<file path="src/rtl/ppu_pkg.sv">
// Shared types, screen defaults, palette table and emphasis helpers for the
// PPU pixel capture path and other palette consumers.
package ppu_pkg;

    localparam logic [8:0] SCREEN_WIDTH_DEFAULT  = 9'd256;
    localparam logic [8:0] SCREEN_HEIGHT_DEFAULT = 9'd240;

    typedef enum logic [1:0] {
        IDLE   = 2'd0,
        ACTIVE = 2'd1,
        DONE   = 2'd2
    } cap_state_t;

    typedef struct packed {
        logic [8:0]  x;
        logic [8:0]  y;
        logic [23:0] rgb;
        logic        last_line;
        logic        last_frame;
    } pixel_beat_t;

    // 64-entry {R,G,B} palette; entry 0x3E is a non-black test colour.
    localparam logic [23:0] PALETTE [64] = '{
        24'h7C7C7C, 24'h0000FC, 24'h0000BC, 24'h4428BC, 24'h940084, 24'hA80020, 24'hA81000, 24'h881400,
        24'h503000, 24'h007800, 24'h006800, 24'h005800, 24'h004058, 24'h000000, 24'h000000, 24'h000000,
        24'hBCBCBC, 24'h0078F8, 24'h0058F8, 24'h6844FC, 24'hD800CC, 24'hE40058, 24'hF83800, 24'hE45C10,
        24'hAC7C00, 24'h00B800, 24'h00A800, 24'h00A844, 24'h008888, 24'h000000, 24'h000000, 24'h000000,
        24'hF8F8F8, 24'h3CBCFC, 24'h6888FC, 24'h9878F8, 24'hF878F8, 24'hF85898, 24'hF87858, 24'hFCA044,
        24'hF8B800, 24'hB8F818, 24'h58D854, 24'h58F898, 24'h00E8D8, 24'h787878, 24'h000000, 24'h000000,
        24'hFCFCFC, 24'hA4E4FC, 24'hB8B8F8, 24'hD8B8F8, 24'hF8B8F8, 24'hF8A4C0, 24'hF0D0B0, 24'hFCE0A8,
        24'hF8D878, 24'hD8F878, 24'hB8F8B8, 24'hB8F8D8, 24'h00FCFC, 24'hF8D8F8, 24'h8040FF, 24'h000000
    };

    // Scale one channel to 3/4 using 10-bit math (255*3 fits), truncated.
    function automatic logic [7:0] attenuate(input logic [7:0] c);
        logic [9:0] t;
        t = {2'b00, c} * 10'd3;
        return t[9:2];
    endfunction

    // Emphasis {B,G,R}: each set bit attenuates the other two channels;
    // all three bits set attenuates every channel.
    function automatic logic [23:0] apply_emphasis(input logic [23:0] rgb,
                                                   input logic [2:0]  emph);
        logic [7:0] r;
        logic [7:0] g;
        logic [7:0] b;
        r = rgb[23:16];
        g = rgb[15:8];
        b = rgb[7:0];
        if (emph[1] | emph[2]) r = attenuate(r);
        if (emph[0] | emph[2]) g = attenuate(g);
        if (emph[0] | emph[1]) b = attenuate(b);
        return {r, g, b};
    endfunction

endpackage

</file>
<file path="src/rtl/ppu_palette_rom.sv">
// 64x24 palette ROM with a registered read port (one cycle latency).
module ppu_palette_rom
    import ppu_pkg::*;
(
    input  logic        clk,
    input  logic [5:0]  addr,
    output logic [23:0] rd_data
);

    logic [23:0] rd_data_d;
    logic [23:0] rd_data_q;

    // Table lookup for the addressed entry.
    always_comb begin
        rd_data_d = PALETTE[addr];
    end

    // Registered read; contents are constant so no reset is needed.
    always_ff @(posedge clk) begin
        rd_data_q <= rd_data_d;
    end

    assign rd_data = rd_data_q;

endmodule

</file>
<file path="src/rtl/ppu_pixel_capture.sv">
// Turns the raw PPU pixel stream into addressed RGB write beats.
// Handshake: wr_en is a one-cycle valid with no ready; the consumer must take
// every beat. wr_x/wr_y/wr_rgb hold their last values while wr_en is low.
// Latency is fixed at two cycles from an accepted px_out to wr_en.
module ppu_pixel_capture
    import ppu_pkg::*;
#(
    parameter logic [8:0] ISCREEN_WIDTH  = SCREEN_WIDTH_DEFAULT,
    parameter logic [8:0] ISCREEN_HEIGHT = SCREEN_HEIGHT_DEFAULT
) (
    input  logic        clk,
    input  logic        rst,
    input  logic [7:0]  px_data,
    input  logic        px_out,
    input  logic        trigger_frame,
    input  logic        greyscale,
    input  logic [2:0]  emphasis,
    output logic        wr_en,
    output logic [8:0]  wr_x,
    output logic [8:0]  wr_y,
    output logic [23:0] wr_rgb,
    output logic        line_done,
    output logic        frame_done,
    output logic        overrun,
    output logic [1:0]  dbg_state
);

    // Position tracking
    cap_state_t  state_d, state_q;
    logic [8:0]  x_d, x_q;
    logic [8:0]  y_d, y_q;
    logic        overrun_d, overrun_q;

    logic        accept;
    logic [8:0]  cap_x;
    logic [8:0]  cap_y;
    logic        cap_last_line;
    logic        cap_last_frame;
    logic [5:0]  rom_addr;
    logic [23:0] rom_data;

    // Stage 1 (aligned with the registered ROM read)
    logic        s1_valid_d, s1_valid_q;
    logic [8:0]  s1_x_d, s1_x_q;
    logic [8:0]  s1_y_d, s1_y_q;
    logic [2:0]  s1_emph_d, s1_emph_q;
    logic        s1_last_line_d, s1_last_line_q;
    logic        s1_last_frame_d, s1_last_frame_q;

    // Stage 2 (output register)
    logic        out_valid_d, out_valid_q;
    pixel_beat_t beat_d, beat_q;

    logic        unused_px_bits;
    assign unused_px_bits = ^px_data[7:6];

    // Frame position FSM: trigger_frame restarts at (0,0) from any state and
    // a pixel arriving with it is taken as (0,0).
    always_comb begin
        state_d        = state_q;
        x_d            = x_q;
        y_d            = y_q;
        overrun_d      = overrun_q;
        accept         = 1'b0;
        cap_x          = x_q;
        cap_y          = y_q;
        if (trigger_frame) begin
            cap_x     = 9'd0;
            cap_y     = 9'd0;
            x_d       = 9'd0;
            y_d       = 9'd0;
            overrun_d = 1'b0;
            state_d   = ACTIVE;
        end
        cap_last_line  = (cap_x == ISCREEN_WIDTH - 9'd1);
        cap_last_frame = cap_last_line && (cap_y == ISCREEN_HEIGHT - 9'd1);
        if (px_out) begin
            if (trigger_frame || state_q == ACTIVE) begin
                accept = 1'b1;
                if (cap_last_frame) begin
                    x_d     = 9'd0;
                    y_d     = 9'd0;
                    state_d = DONE;
                end else if (cap_last_line) begin
                    x_d = 9'd0;
                    y_d = cap_y + 9'd1;
                end else begin
                    x_d = cap_x + 9'd1;
                end
            end else if (state_q == DONE) begin
                overrun_d = 1'b1;
            end
        end
    end

    // Greyscale keeps only the luma row of the palette index.
    always_comb begin
        rom_addr = greyscale ? (px_data[5:0] & 6'h30) : px_data[5:0];
    end

    ppu_palette_rom u_rom (
        .clk     (clk),
        .addr    (rom_addr),
        .rd_data (rom_data)
    );

    // Stage 1 tags travel alongside the ROM read; held when idle.
    always_comb begin
        s1_valid_d      = accept;
        s1_x_d          = s1_x_q;
        s1_y_d          = s1_y_q;
        s1_emph_d       = s1_emph_q;
        s1_last_line_d  = s1_last_line_q;
        s1_last_frame_d = s1_last_frame_q;
        if (accept) begin
            s1_x_d          = cap_x;
            s1_y_d          = cap_y;
            s1_emph_d       = emphasis;
            s1_last_line_d  = cap_last_line;
            s1_last_frame_d = cap_last_frame;
        end
    end

    // Stage 2 applies emphasis and registers the beat; fields hold when idle.
    always_comb begin
        out_valid_d = s1_valid_q;
        beat_d      = beat_q;
        if (s1_valid_q) begin
            beat_d.x          = s1_x_q;
            beat_d.y          = s1_y_q;
            beat_d.rgb        = apply_emphasis(rom_data, s1_emph_q);
            beat_d.last_line  = s1_last_line_q;
            beat_d.last_frame = s1_last_frame_q;
        end
    end

    // All state registers with synchronous reset; reset drops in-flight beats.
    always_ff @(posedge clk) begin
        if (rst) begin
            state_q         <= IDLE;
            x_q             <= 9'd0;
            y_q             <= 9'd0;
            overrun_q       <= 1'b0;
            s1_valid_q      <= 1'b0;
            s1_x_q          <= 9'd0;
            s1_y_q          <= 9'd0;
            s1_emph_q       <= 3'd0;
            s1_last_line_q  <= 1'b0;
            s1_last_frame_q <= 1'b0;
            out_valid_q     <= 1'b0;
            beat_q          <= '0;
        end else begin
            state_q         <= state_d;
            x_q             <= x_d;
            y_q             <= y_d;
            overrun_q       <= overrun_d;
            s1_valid_q      <= s1_valid_d;
            s1_x_q          <= s1_x_d;
            s1_y_q          <= s1_y_d;
            s1_emph_q       <= s1_emph_d;
            s1_last_line_q  <= s1_last_line_d;
            s1_last_frame_q <= s1_last_frame_d;
            out_valid_q     <= out_valid_d;
            beat_q          <= beat_d;
        end
    end

    assign wr_en      = out_valid_q;
    assign wr_x       = beat_q.x;
    assign wr_y       = beat_q.y;
    assign wr_rgb     = beat_q.rgb;
    assign line_done  = out_valid_q & beat_q.last_line;
    assign frame_done = out_valid_q & beat_q.last_frame;
    assign overrun    = overrun_q;
    assign dbg_state  = state_q;

endmodule
</file>
<file path="config.mk">
export PLATFORM = sky130hd
export DESIGN_NAME = ppu_pixel_capture
export DESIGN_NICKNAME = d
export VERILOG_FILES = /design/src/rtl/ppu_pkg.sv /design/src/rtl/ppu_palette_rom.sv /design/src/rtl/ppu_pixel_capture.sv
export SDC_FILE = /design/constraint.sdc
export NUM_CORES = 1
export LEC_CHECK = 0
export ABC_AREA = 1
export BUFFER_PORTS_ARGS = -buffer_cell sky130_fd_sc_hd__buf_2
export CORE_MARGIN = 2
export CORE_UTILIZATION = 37
export CTS_CLUSTER_SIZE = 24
export DETAILED_ROUTE_END_ITERATION = 8
export SLEW_MARGIN = 10
export SYNTH_ARGS = -nofsm -noshare
export SYNTH_HDL_FRONTEND = slang
export SYNTH_HIERARCHICAL = 1
export SYNTH_SLANG_ARGS = --single-unit
</file>
<file path="constraint.sdc">
create_clock -name clk -period 3.9 [get_ports clk]
set_clock_uncertainty 0.05 [all_clocks]
set_input_delay 0.78 -clock clk [delete_from_list [all_inputs] [get_ports clk]]
set_output_delay 0.78 -clock clk [all_outputs]
set_load 0.02 [all_outputs]
</file>
==> qor.csv, run 1 <==
stage;metric;value;unit
critical_path;flop2flop setup slack;1.64;ns
die;cell row count;49;
cts;Worst-Skew Late Latency;0.36;ns
route;WL final;17690;µm
yosys;Mean Syn Cell Area;6.401;µm²
pwr;Comb pwr share;23.8;%
die;Core Footprint;18090;µm²
critical_path;CP top delay family;simple AND/OR/NAND/NOR gates;
timing;RSZ-0062 raised after global routing;false;
yosys;Cell Area, Synth;6868;µm²
die;Die H;140.2;µm
cts;CTS-repair resized insts;0;
global_route;grt ovf;0;
critical_path;Worst Setup SP;greyscale;
timing;Finish-stage setup viols;0;
yosys;number of synthesized flops with an enable pin;0;
critical_path;Critical Path Max Stage Delay;0.38;ns
critical_path;CP cell instances;buf_2 > nor2_1 > inv_1 > ha_1 > nand2_1 > nand2_1 > nor2_1 > o21a_1 > nand2_1;
yosys;largest cells by area after synthesis;dfxtp_1 (32%), nand2_1 (16%), nor2_1 (7.5%);
yosys;fraction of registers with async set/reset;0;%
critical_path;worst r2r src;out_valid_d$_SDFF_PP0_;
cts;CTS tree;done;
yosys;number of synthesized register bits;109;
critical_path;Startpoint Class;primary input;
die;IO Count;64;
yosys;Synth top area share;31.77;%
yosys;Syn Inst Count;1073;
global_route;global-route wire length before repair;29830;µm
critical_path;critical path required time;4.11;ns
timing;period utilisation layout;61.19;%
route;1st-pass router iterations;5;
timing;setup ws final;1.514;ns
route;initial drt markers;624;
die;Starting Density;37.97;%
timing;final hold violations;0;
cts;clk buf depth;2;
pwr;Reg power frac;43.1;%
yosys;dominant synthesized flop cell;dfxtp_1;
pwr;Pleak;3.660;nW
cts;CTS H-Tree Depth;3;
critical_path;most used cell, CP;nand2_1;
pwr;internal power;0.001881;W
finish;share of cells above drive strength 1;10.05;%
run_status;status;finished, final reports clean;
cts;Num CTS Buffers;9;
timing;final setup TNS;0;ns
global_route;initial antenna violation count;0;
die;die width;140.2;µm
cts;Sink Count;109;
critical_path;slowest CP cell;ha_1;
yosys;Synth area leader;dfxtp_1;
finish;layout overhead on the synthesized area;6.577;%
pwr;pwr/cell area;392.1;nW/µm²
place;pre-CTS setup slack;1.166;ns
place;post-DP HPWL;12730;µm
timing;final worst path period need;2.386;ns
global_route;vias in the first global route;6077;
place;port buffer count;61;
die;die area;19670;µm²
pwr;switching share of power;34.45;%
yosys;Distinct cells, synth;36;
yosys;most common library cells after synthesis;nand2_1 (291), nor2_1 (138), dfxtp_1 (109);
critical_path;critical setup path kind;primary input to flop;
pwr;clock share of power;33.1;%
route;Post-route DRC;0;
route;via count;6486;
pwr;Net Switching;0.0009886;W
yosys;count leader, synth;nand2_1;
route;vias per inst;4.974;
route;WL/cell;13.56;µm
timing;maximum clock frequency;419.1;MHz
worst_hold_path;HP Class;flop to flop;
finish;NumNets Final;1124;
yosys;Ys Warns;6;
critical_path;Arrival @ worst endpoint;2.60;ns
cts;Post-CTS Setup Bufs;0;
route;antenna-violating nets left;0;
worst_hold_path;hold_sp;wr_rgb[14]$_SDFFE_PP0P_;
critical_path;Worst Path Buf+Inv;2;
timing;Max Slew Vio Count;0;
critical_path;worst-path fanout max;7;
timing;max_slew headroom;44.53;%
place;RePlAce Congestion;0.9818;
timing;Worst Max-Slew Pin Slew;0.8289;ns
flow_run;Max Cap Viol;0;
cts;hold_buf cts;0;
global_route;pin count of the biggest net entering global routing;56;
pwr;worst-case vdd ir drop;0.2183;mV
global_route;total track usage;18.58;%
cts;root cell of the clock tree;clkbuf_16;
yosys;post-synthesis sequential area ratio;31.77;%
cts;Worst-path clk slew;0.08;ns
critical_path;Crit. End Element;flop;
finish;antenna fix cells;0;
metrics by stage:
step	cell area (µm²)	utilization [%]	std cells	total power (W)	hold slack, ns
6_report	7320	40.47	1304	0.002870	0.4148
5_1_grt	7320	40.47	1304	0.003067	0.4341
4_1_cts	7320	40.47	1304	0.002901	0.4178
3_5_place_dp	7008	38.75	1288	0.001940	0.4058
3_3_place_gp	7008	38.75	1288	0.001938	0.4035
2_1_floorplan	6879	-	1076	0.001815	0.3957
worst reg2reg max path: cells and delay by family, from the launching register on:
kind                   cells  cell delay (ns)
flip-flops                 1             0.84
AO/OA/AOI/OAI              3             0.36
buffers and inverters      3             0.91
cell type report:
| type | count | area, µm² |
|---|---|---|
| Fill cell | 1953 | 10770 |
| Multi-Input combinational cell | 769 | 3754 |
| Sequential cell | 109 | 2182 |
| Inverter | 112 | 420.4 |
| Timing Repair Buffer | 69 | 365.4 |
| Tap cell | 229 | 286.5 |
| Clock buffer | 9 | 225.2 |
| Clock inverter | 7 | 86.33 |
power by group through the flow:
stage | sequential, W | clock (W) | combinational (W)
floorplan | 0.00124 | 0 | 0.000570
finish | 0.00124 | 0.000950 | 0.000684
detailed placement | 0.00126 | 0 | 0.000678
global placement | 0.00126 | 0 | 0.000676
global route | 0.00125 | 0.00103 | 0.000793
CTS | 0.00124 | 0.000983 | 0.000682
registers in the layout, indices dropped and copies added, names as in the netlist:
register	flops
wr_y	9
overrun	1
wr_en	1
s1_emph_q	3
s1_last_frame_q	1
s1_y_q	9
s1_x_q	9
beat_q	2
x_q	9
out_valid_d	1
wr_rgb	24
s1_last_line_q	1
y_q	9
dbg_state	2
wr_x	9
u_rom/rd_data	19
cell usage in the layout (no fill, tap or decap), types with 4 or more instances in the layout:
| cell type | synthesis | routed |
|---|---|---|
| buf_4 | 50 | 8 |
| dfxtp_1 | 109 | 109 |
| a21oi_1 | 91 | 91 |
| nand3_1 | 75 | 75 |
| nor2_2 | 6 | 7 |
| xor2_1 | 8 | 8 |
| buf_2 | 11 | 61 |
| conb_1 | 1 | 4 |
| nand4_1 | 11 | 11 |
| o21ai_0 | 70 | 70 |
| inv_2 | 4 | 5 |
| nor2_1 | 138 | 137 |
| nand3b_1 | 5 | 5 |
| nand2_1 | 291 | 291 |
| clkbuf_16 | 0 | 9 |
| ha_1 | 35 | 35 |
| inv_1 | 107 | 106 |
| nor3_1 | 9 | 9 |
cell families (layout without fill, tap and decap cells):
group,count (synthesis),in the layout,synth area share (%)
AND/OR/NAND/NOR,548,548,33.30
adder cells (fa/ha/maj),38,38,7.251
other,1,4,0.05460
buffers and inverters,198,197,13.77
flip-flops,109,109,31.77
XOR/XNOR,10,10,1.275
AO/OA/AOI/OAI,169,169,12.57
metal layers:
| layer | vias up | wire (µm) | global-route usage, % |
|---|---|---|---|
| li1 | 3368 | - | - |
| met1 | 2860 | 8110 | 24.69 |
| met2 | 221 | 7960 | 29.70 |
| met3 | 37 | 1194 | 4.034 |
| met4 | 0 | 420 | 6.858 |
| met5 | - | 0 | 0 |
final timing paths:
path / to / cells after the start
max: u_rom/rd_data[2]$_DFF_P_ / 9
min: wr_rgb[14]$_SDFFE_PP0P_ / 2
max reg2reg: wr_rgb[8]$_SDFFE_PP0P_ / 6
min reg2reg: wr_rgb[14]$_SDFFE_PP0P_ / 2
No activity file was read; power rests on OpenSTA's default activity.
==> inputs of run 2 (changes only) <==
Clock period 3.9 ns to 2.5 ns, I/O delays scaled along.
==> qor.csv, run 2 (synthesis gave the netlist of run 1 again) <==
stage;metric;value;unit;change
cts;Worst-path clk slew;0.08;ns;about the same
route;Highest Signal Layer;met4;;
route;via count;6503;;+0.26%
worst_hold_path;HP Class;primary input to flop;;
finish;utilization after layout;41.30;%;+0.83 points
route;WL final;18100;µm;+2.3%
timing;Finish-stage setup viols;0;;unchanged
timing;period utilisation layout;77.85;%;
timing;RSZ-0062 raised after global routing;false;;
die;die area;19670;µm²;unchanged
die;Starting Density;37.97;%;unchanged
global_route;global-route wire length before repair;29940;µm;+0.37%
pwr;Power Total;0.004471;W;+56%
die;die width;140.2;µm;unchanged
finish;antenna fix cells;0;;unchanged
die;cell row count;49;;unchanged
timing;final setup TNS;0;ns;unchanged
route;DR WL met2;7939;µm;-0.26%
worst_hold_path;Hold Path End;s1_emph_q[1]$_SDFFE_PP0P_;;
timing;Hold WS;0.3758;ns;-0.03899 ns
die;IO Count;64;;unchanged
cts;clk buf depth;2;;unchanged
pwr;clock share of power;32.2;%;-0.9 points
place;port buffer count;61;;unchanged
route;Post-route DRC;0;;unchanged
route;antenna-violating nets left;0;;unchanged
finish;layout overhead on the synthesized area;8.763;%;
finish;share of cells above drive strength 1;11.37;%;+1.3 points
critical_path;Critical Path Max Stage Delay;0.36;ns;-0.02 ns
finish;NumNets Final;1140;;+1.4%
place;post-DP HPWL;13250;µm;+4.1%
run_status;status;finished, final reports clean;;
critical_path;Worst Path Buf+Inv;3;;+1
critical_path;RR Endpoint;y_q[5]$_SDFF_PP0_;;
finish;max FFs per register;24;;unchanged
pwr;worst-case vdd ir drop;0.3732;mV;+71%
critical_path;worst-path fanout max;6;;-1
critical_path;flop2flop setup slack;0.55;ns;-1.09 ns
critical_path;worst r2r src;x_q[0]$_SDFF_PP0_;;
cts;Sink Count;109;;unchanged
global_route;initial antenna violation count;0;;unchanged
critical_path;FF-to-FF path depth;13;;+7
cts;root cell of the clock tree;clkbuf_16;;
global_route;vias in the first global route;6088;;+0.18%
cts;Post-CTS Setup Bufs;0;;unchanged
cts;CTS H-Tree Depth;3;;unchanged
timing;Max Slew Vio Count;0;;unchanged
cts;Num CTS Buffers;9;;unchanged
route;vias per inst;4.927;;-0.95%
pwr;Reg power frac;43.0;%;about the same
place;RePlAce Congestion;0.9635;;-1.9%
pwr;pwr/cell area;598.6;nW/µm²;+53%
critical_path;critical setup path kind;flop to flop;;
route;WL/cell;13.71;µm;+1.1%
finish;commonest cells after routing, fill and taps aside;nand2_1 (291), nor2_1 (137), dfxtp_1 (109);;
finish;final std cells w/o fill;1320;;+1.2%
timing;final worst path period need;1.946;ns;
critical_path;Crit. End Element;flop;;
pwr;internal power;0.002947;W;+57%
flow_run;Max Cap Viol;0;;unchanged
pwr;Pleak;3.744;nW;+2.3%
pwr;Net Switching;0.001524;W;+54%
place;Placed Cells;1304;;+1.2%
critical_path;Arrival @ worst endpoint;2.20;ns;-0.40 ns
critical_path;Worst Setup SP;x_q[0]$_SDFF_PP0_;;
worst_hold_path;hold_sp;emphasis[1];;
die;Core Footprint;18090;µm²;unchanged
cts;CTS-repair resized insts;0;;unchanged
timing;maximum clock frequency;513.8;MHz;
cts;Worst-Skew Late Latency;0.37;ns;about the same
pwr;Comb pwr share;24.7;%;+0.9 points
route;metal3 WL;957;µm;-20%
finish;commonest non-fill, non-tap cell in the layout;nand2_1;;
die;Die H;140.2;µm;unchanged
critical_path;slowest CP cell;dfxtp_1;;
timing;Worst Max-Slew Pin Slew;0.6696;ns;-0.1593 ns
timing;final hold violations;0;;unchanged
critical_path;critical path required time;2.75;ns;-1.36 ns
route;initial drt markers;378;;-39%
global_route;total track usage;18.88;%;+0.30 points
worst_hold_path;hold-critical path depth;3;;+1
critical_path;CP cell instances;inv_1 > nor2_1 > ha_1 > nand2_1 > inv_1 > nand2_1 > nor2_1 > nand3_1 > nor2_2 > nand3_1 > nand2_1 > inv_1 > nor2_1;;
global_route;pin count of the biggest net entering global routing;40;;-29%
route;met1 wire length;8727;µm;+7.6%
cts;hold_buf cts;0;;unchanged
pwr;switching share of power;34.08;%;-0.37 points
global_route;grt ovf;0;;unchanged
critical_path;CP top delay family;simple AND/OR/NAND/NOR gates;;
critical_path;Startpoint Class;flop;;
cts;CTS tree;done;;
route;1st-pass router iterations;5;;unchanged
timing;max_slew headroom;55.19;%;+11 points
[run 2: cell count changes in the layout (fill, tap and decap cells not counted)]
cell / change
buf_4: +13
inv_12: -1
clkinv_4: +1
buf_12: +3
[run 2: routing by layer]
metal	track usage [%]	vias up
met4	6.911	0
li1	-	3409
met1	25.37	2879
met3	4.000	36
met5	0	-
met2	29.95	179
[run 2: tightest hold or removal path, cell delays in order]
cell and delay (ns):
buf_2 0.10, o21ai_0 0.08, nor2_1 0.08
[run 2: per-stage QoR]
step / area, µm² / setup slack [ns]
floorplan: 6879 / 0.5186
global route: 7470 / 0.2619
global placement: 7166 / 0.3268
CTS: 7470 / 0.5720
finish: 7470 / 0.5536
detailed placement: 7166 / 0.3373
[run 2: layout make-up]
| type | instances | area (µm²) |
|---|---|---|
| fillers | 1973 | 10620 |
| multi-input cells | 769 | 3754 |
| flip-flops and latches | 109 | 2182 |
| repair buffers | 85 | 523.0 |
| inverters | 112 | 420.4 |
| well taps | 229 | 286.5 |
| clock buffers | 9 | 225.2 |
| clock inverters | 7 | 78.83 |
[run 2: how the worst max path moves through the flow]
stage | to | slack [ns] | cells after the start
detailed placement | y_q[5]$_SDFF_PP0_ | 0.34 | 13
global placement | y_q[5]$_SDFF_PP0_ | 0.33 | 12
finish | y_q[5]$_SDFF_PP0_ | 0.55 | 13
global route | y_q[5]$_SDFF_PP0_ | 0.26 | 13
floorplan | u_rom/rd_data[2]$_DFF_P_ | 0.52 | 12
CTS | y_q[5]$_SDFF_PP0_ | 0.57 | 13
[run 2: power groups by stage]
stage	combinational [W]	clock, W	sequential, W
finish	0.00111	0.00144	0.00192
global route	0.00127	0.00156	0.00194
CTS	0.00110	0.00149	0.00193
detailed placement	0.00110	0	0.00197
global placement	0.00109	0	0.00197
floorplan	0.000889	0	0.00194
==> inputs of run 3 (changes only) <==
Clock period 2.5 ns to 1.65 ns, I/O delays scaled along.
==> qor.csv, run 3 (synthesis gave the netlist of run 1 again) <==
stage;metric;value;unit;change
finish;NumNets Final;1229;;+7.8%
cts;root cell of the clock tree;clkbuf_16;;
place;RePlAce Congestion;0.9696;;+0.63%
finish;share of cells above drive strength 1;23.98;%;+13 points
critical_path;worst r2r src;x_q[1]$_SDFF_PP0_;;
die;die area;19670;µm²;unchanged
cts;Num CTS Buffers;9;;unchanged
route;via count;6874;;+5.7%
cts;Sink Count;109;;unchanged
route;WL/cell;13.59;µm;-0.87%
route;vias per inst;4.879;;-0.97%
finish;commonest non-fill, non-tap cell in the layout;nand2_1;;
place;Placed Area;7811;µm²;+9.0%
finish;layout overhead on the synthesized area;23.43;%;
critical_path;Worst Setup EP;y_q[4]$_SDFF_PP0_;;
critical_path;RR Endpoint;y_q[4]$_SDFF_PP0_;;
finish;utilization after layout;46.87;%;+5.6 points
global_route;total track usage;19.70;%;+0.82 points
critical_path;critical setup path kind;flop to flop;;
critical_path;FF-to-FF path depth;13;;unchanged
cts;CTS tree;done;;
timing;RSZ-0062 raised after global routing;true;;
critical_path;Crit. End Element;flop;;
flow_run;Max Cap Viol;0;;unchanged
pwr;clock share of power;30.3;%;-1.9 points
global_route;global-route wire length before repair;31750;µm;+6.1%
run_status;failing checks;setup timing;;
finish;Final Cell Area;8477;µm²;+13%
critical_path;critical path required time;1.90;ns;-0.85 ns
critical_path;worst-path fanout max;6;;unchanged
critical_path;flop2flop setup slack;-0.02;ns;-0.58 ns
timing;final hold violations;0;;unchanged
critical_path;Startpoint Class;flop;;
route;initial drt markers;445;;+18%
route;Post-route DRC;0;;unchanged
finish;antenna fix cells;0;;unchanged
route;antenna-violating nets left;0;;unchanged
critical_path;most used cell, CP;nor2_4;;
pwr;pwr/cell area;825.6;nW/µm²;+38%
place;Placed Cells;1384;;+6.1%
die;Die H;140.2;µm;unchanged
global_route;initial antenna violation count;0;;unchanged
global_route;grt ovf;0;;unchanged
timing;maximum clock frequency;597.2;MHz;+16%
pwr;Comb pwr share;27.8;%;+3.1 points
timing;setup ws final;-0.02447;ns;-0.5781 ns
cts;CTS H-Tree Depth;3;;unchanged
pwr;worst-case vdd ir drop;0.4906;mV;+31%
critical_path;CP cell instances;inv_2 > nor2_4 > ha_4 > nand2_4 > inv_2 > nand2_2 > nor2_4 > nand3_2 > nor2_4 > nand2_2 > nand2_1 > inv_1 > nor2_1;;
cts;clk buf depth;2;;unchanged
place;port buffer count;61;;unchanged
finish;max FFs per register;24;;unchanged
cts;Worst-Skew Late Latency;0.35;ns;-0.02 ns
run_status;status;finished with violations;;
die;cell row count;49;;unchanged
place;pre-CTS setup slack;-0.2140;ns;-0.5513 ns
route;1st-pass router iterations;6;;+1
critical_path;Worst Setup SP;x_q[1]$_SDFF_PP0_;;
pwr;Pleak;4.228;nW;+13%
pwr;Net Switching;0.002361;W;+55%
die;IO Count;64;;unchanged
timing;final worst path period need;1.674;ns;-0.2719 ns
finish;commonest cells after routing, fill and taps aside;nand2_1 (271), nor2_1 (127), buf_4 (107);;
pwr;internal power;0.004637;W;+57%
worst_hold_path;HP Class;primary input to flop;;
finish;Layout fillers;1882;;-4.6%
critical_path;Arrival @ worst endpoint;1.92;ns;-0.28 ns
place;post-DP HPWL;13920;µm;+5.1%
pwr;Reg power frac;42.0;%;-1.0 points
timing;Hold WS;0.2105;ns;-0.1654 ns
timing;period utilisation layout;101.5;%;+24 points
cts;Worst-path clk slew;0.08;ns;about the same
finish;final std cells w/o fill;1409;;+6.7%
pwr;switching share of power;33.74;%;-0.34 points
global_route;pin count of the biggest net entering global routing;55;;+38%
timing;Finish-stage setup viols;3;;+3
route;WL final;19150;µm;+5.8%
die;die width;140.2;µm;unchanged
critical_path;Critical Path Max Stage Delay;0.35;ns;about the same
timing;Max Slew Vio Count;0;;unchanged
critical_path;slowest CP cell;dfxtp_2;;
die;Core Footprint;18090;µm²;unchanged
die;Starting Density;37.97;%;unchanged
global_route;vias in the first global route;6409;;+5.3%
## run 3: power groups by stage
stage	combinational [W]	sequential, W	clock [W]
finish	0.00194	0.00294	0.00212
global route	0.00221	0.00296	0.00230
CTS	0.00183	0.00292	0.00221
detailed placement	0.00180	0.00297	0
global placement	0.00180	0.00297	0
floorplan	0.00136	0.00294	0
## run 3: cell type report
class	count	area, µm²	share of cell area (%)
clock inverters	7	67.56	0.7970
clock buffers	9	225.2	2.657
well taps	229	286.5	3.380
inverters	112	420.4	4.959
multi-input cells	769	4059	47.88
flip-flops and latches	109	2207	26.04
repair buffers	174	1211	14.29
## run 3: per-stage QoR
step                setup TNS (ns)  power (W)
floorplan                -0.002183   0.004299
global placement            -4.707   0.004772
detailed placement          -5.311   0.004778
CTS                              0   0.006952
global route                -1.266   0.007470
finish                    -0.04565   0.006998
## run 3: critical path, delay by kind of cell, from the launching register on
| kind | cells | cell delay [ns] |
|---|---|---|
| AND/OR/NAND/NOR | 9 | 0.93 |
| flip-flops | 1 | 0.35 |
| adder cells (fa/ha/maj) | 1 | 0.16 |
| buffers and inverters | 3 | 0.14 |
## run 3: per-layer routing
metal | vias to the layer above | global-route usage [%] | share of wire [%]
met5 | - | 0 | 0
met4 | 0 | 5.210 | 1.6
met3 | 25 | 3.624 | 5.9
met2 | 193 | 31.09 | 44
met1 | 3075 | 27.73 | 48
li1 | 3581 | - | -
## run 3: worst min path at each step
stage / depth (start not counted) / end / start
floorplan: 2 / wr_rgb[12]$_SDFFE_PP0P_ / wr_rgb[12]$_SDFFE_PP0P_
global placement: 2 / wr_rgb[6]$_SDFFE_PP0P_ / wr_rgb[6]$_SDFFE_PP0P_
detailed placement: 2 / overrun$_SDFF_PP0_ / overrun$_SDFF_PP0_
CTS: 3 / s1_emph_q[1]$_SDFFE_PP0P_ / emphasis[1]
global route: 3 / s1_emph_q[1]$_SDFFE_PP0P_ / emphasis[1]
finish: 3 / s1_emph_q[1]$_SDFFE_PP0P_ / emphasis[1]
## run 3: repair_timing
item | CTS | global route
cloned | 0 | 0
pin swaps | 10 | 25
hold buffers | 0 | 0
endpoints found under the setup margin | 19 | 29
resized for setup | 15 | 65
buffers inserted | 2 | 7
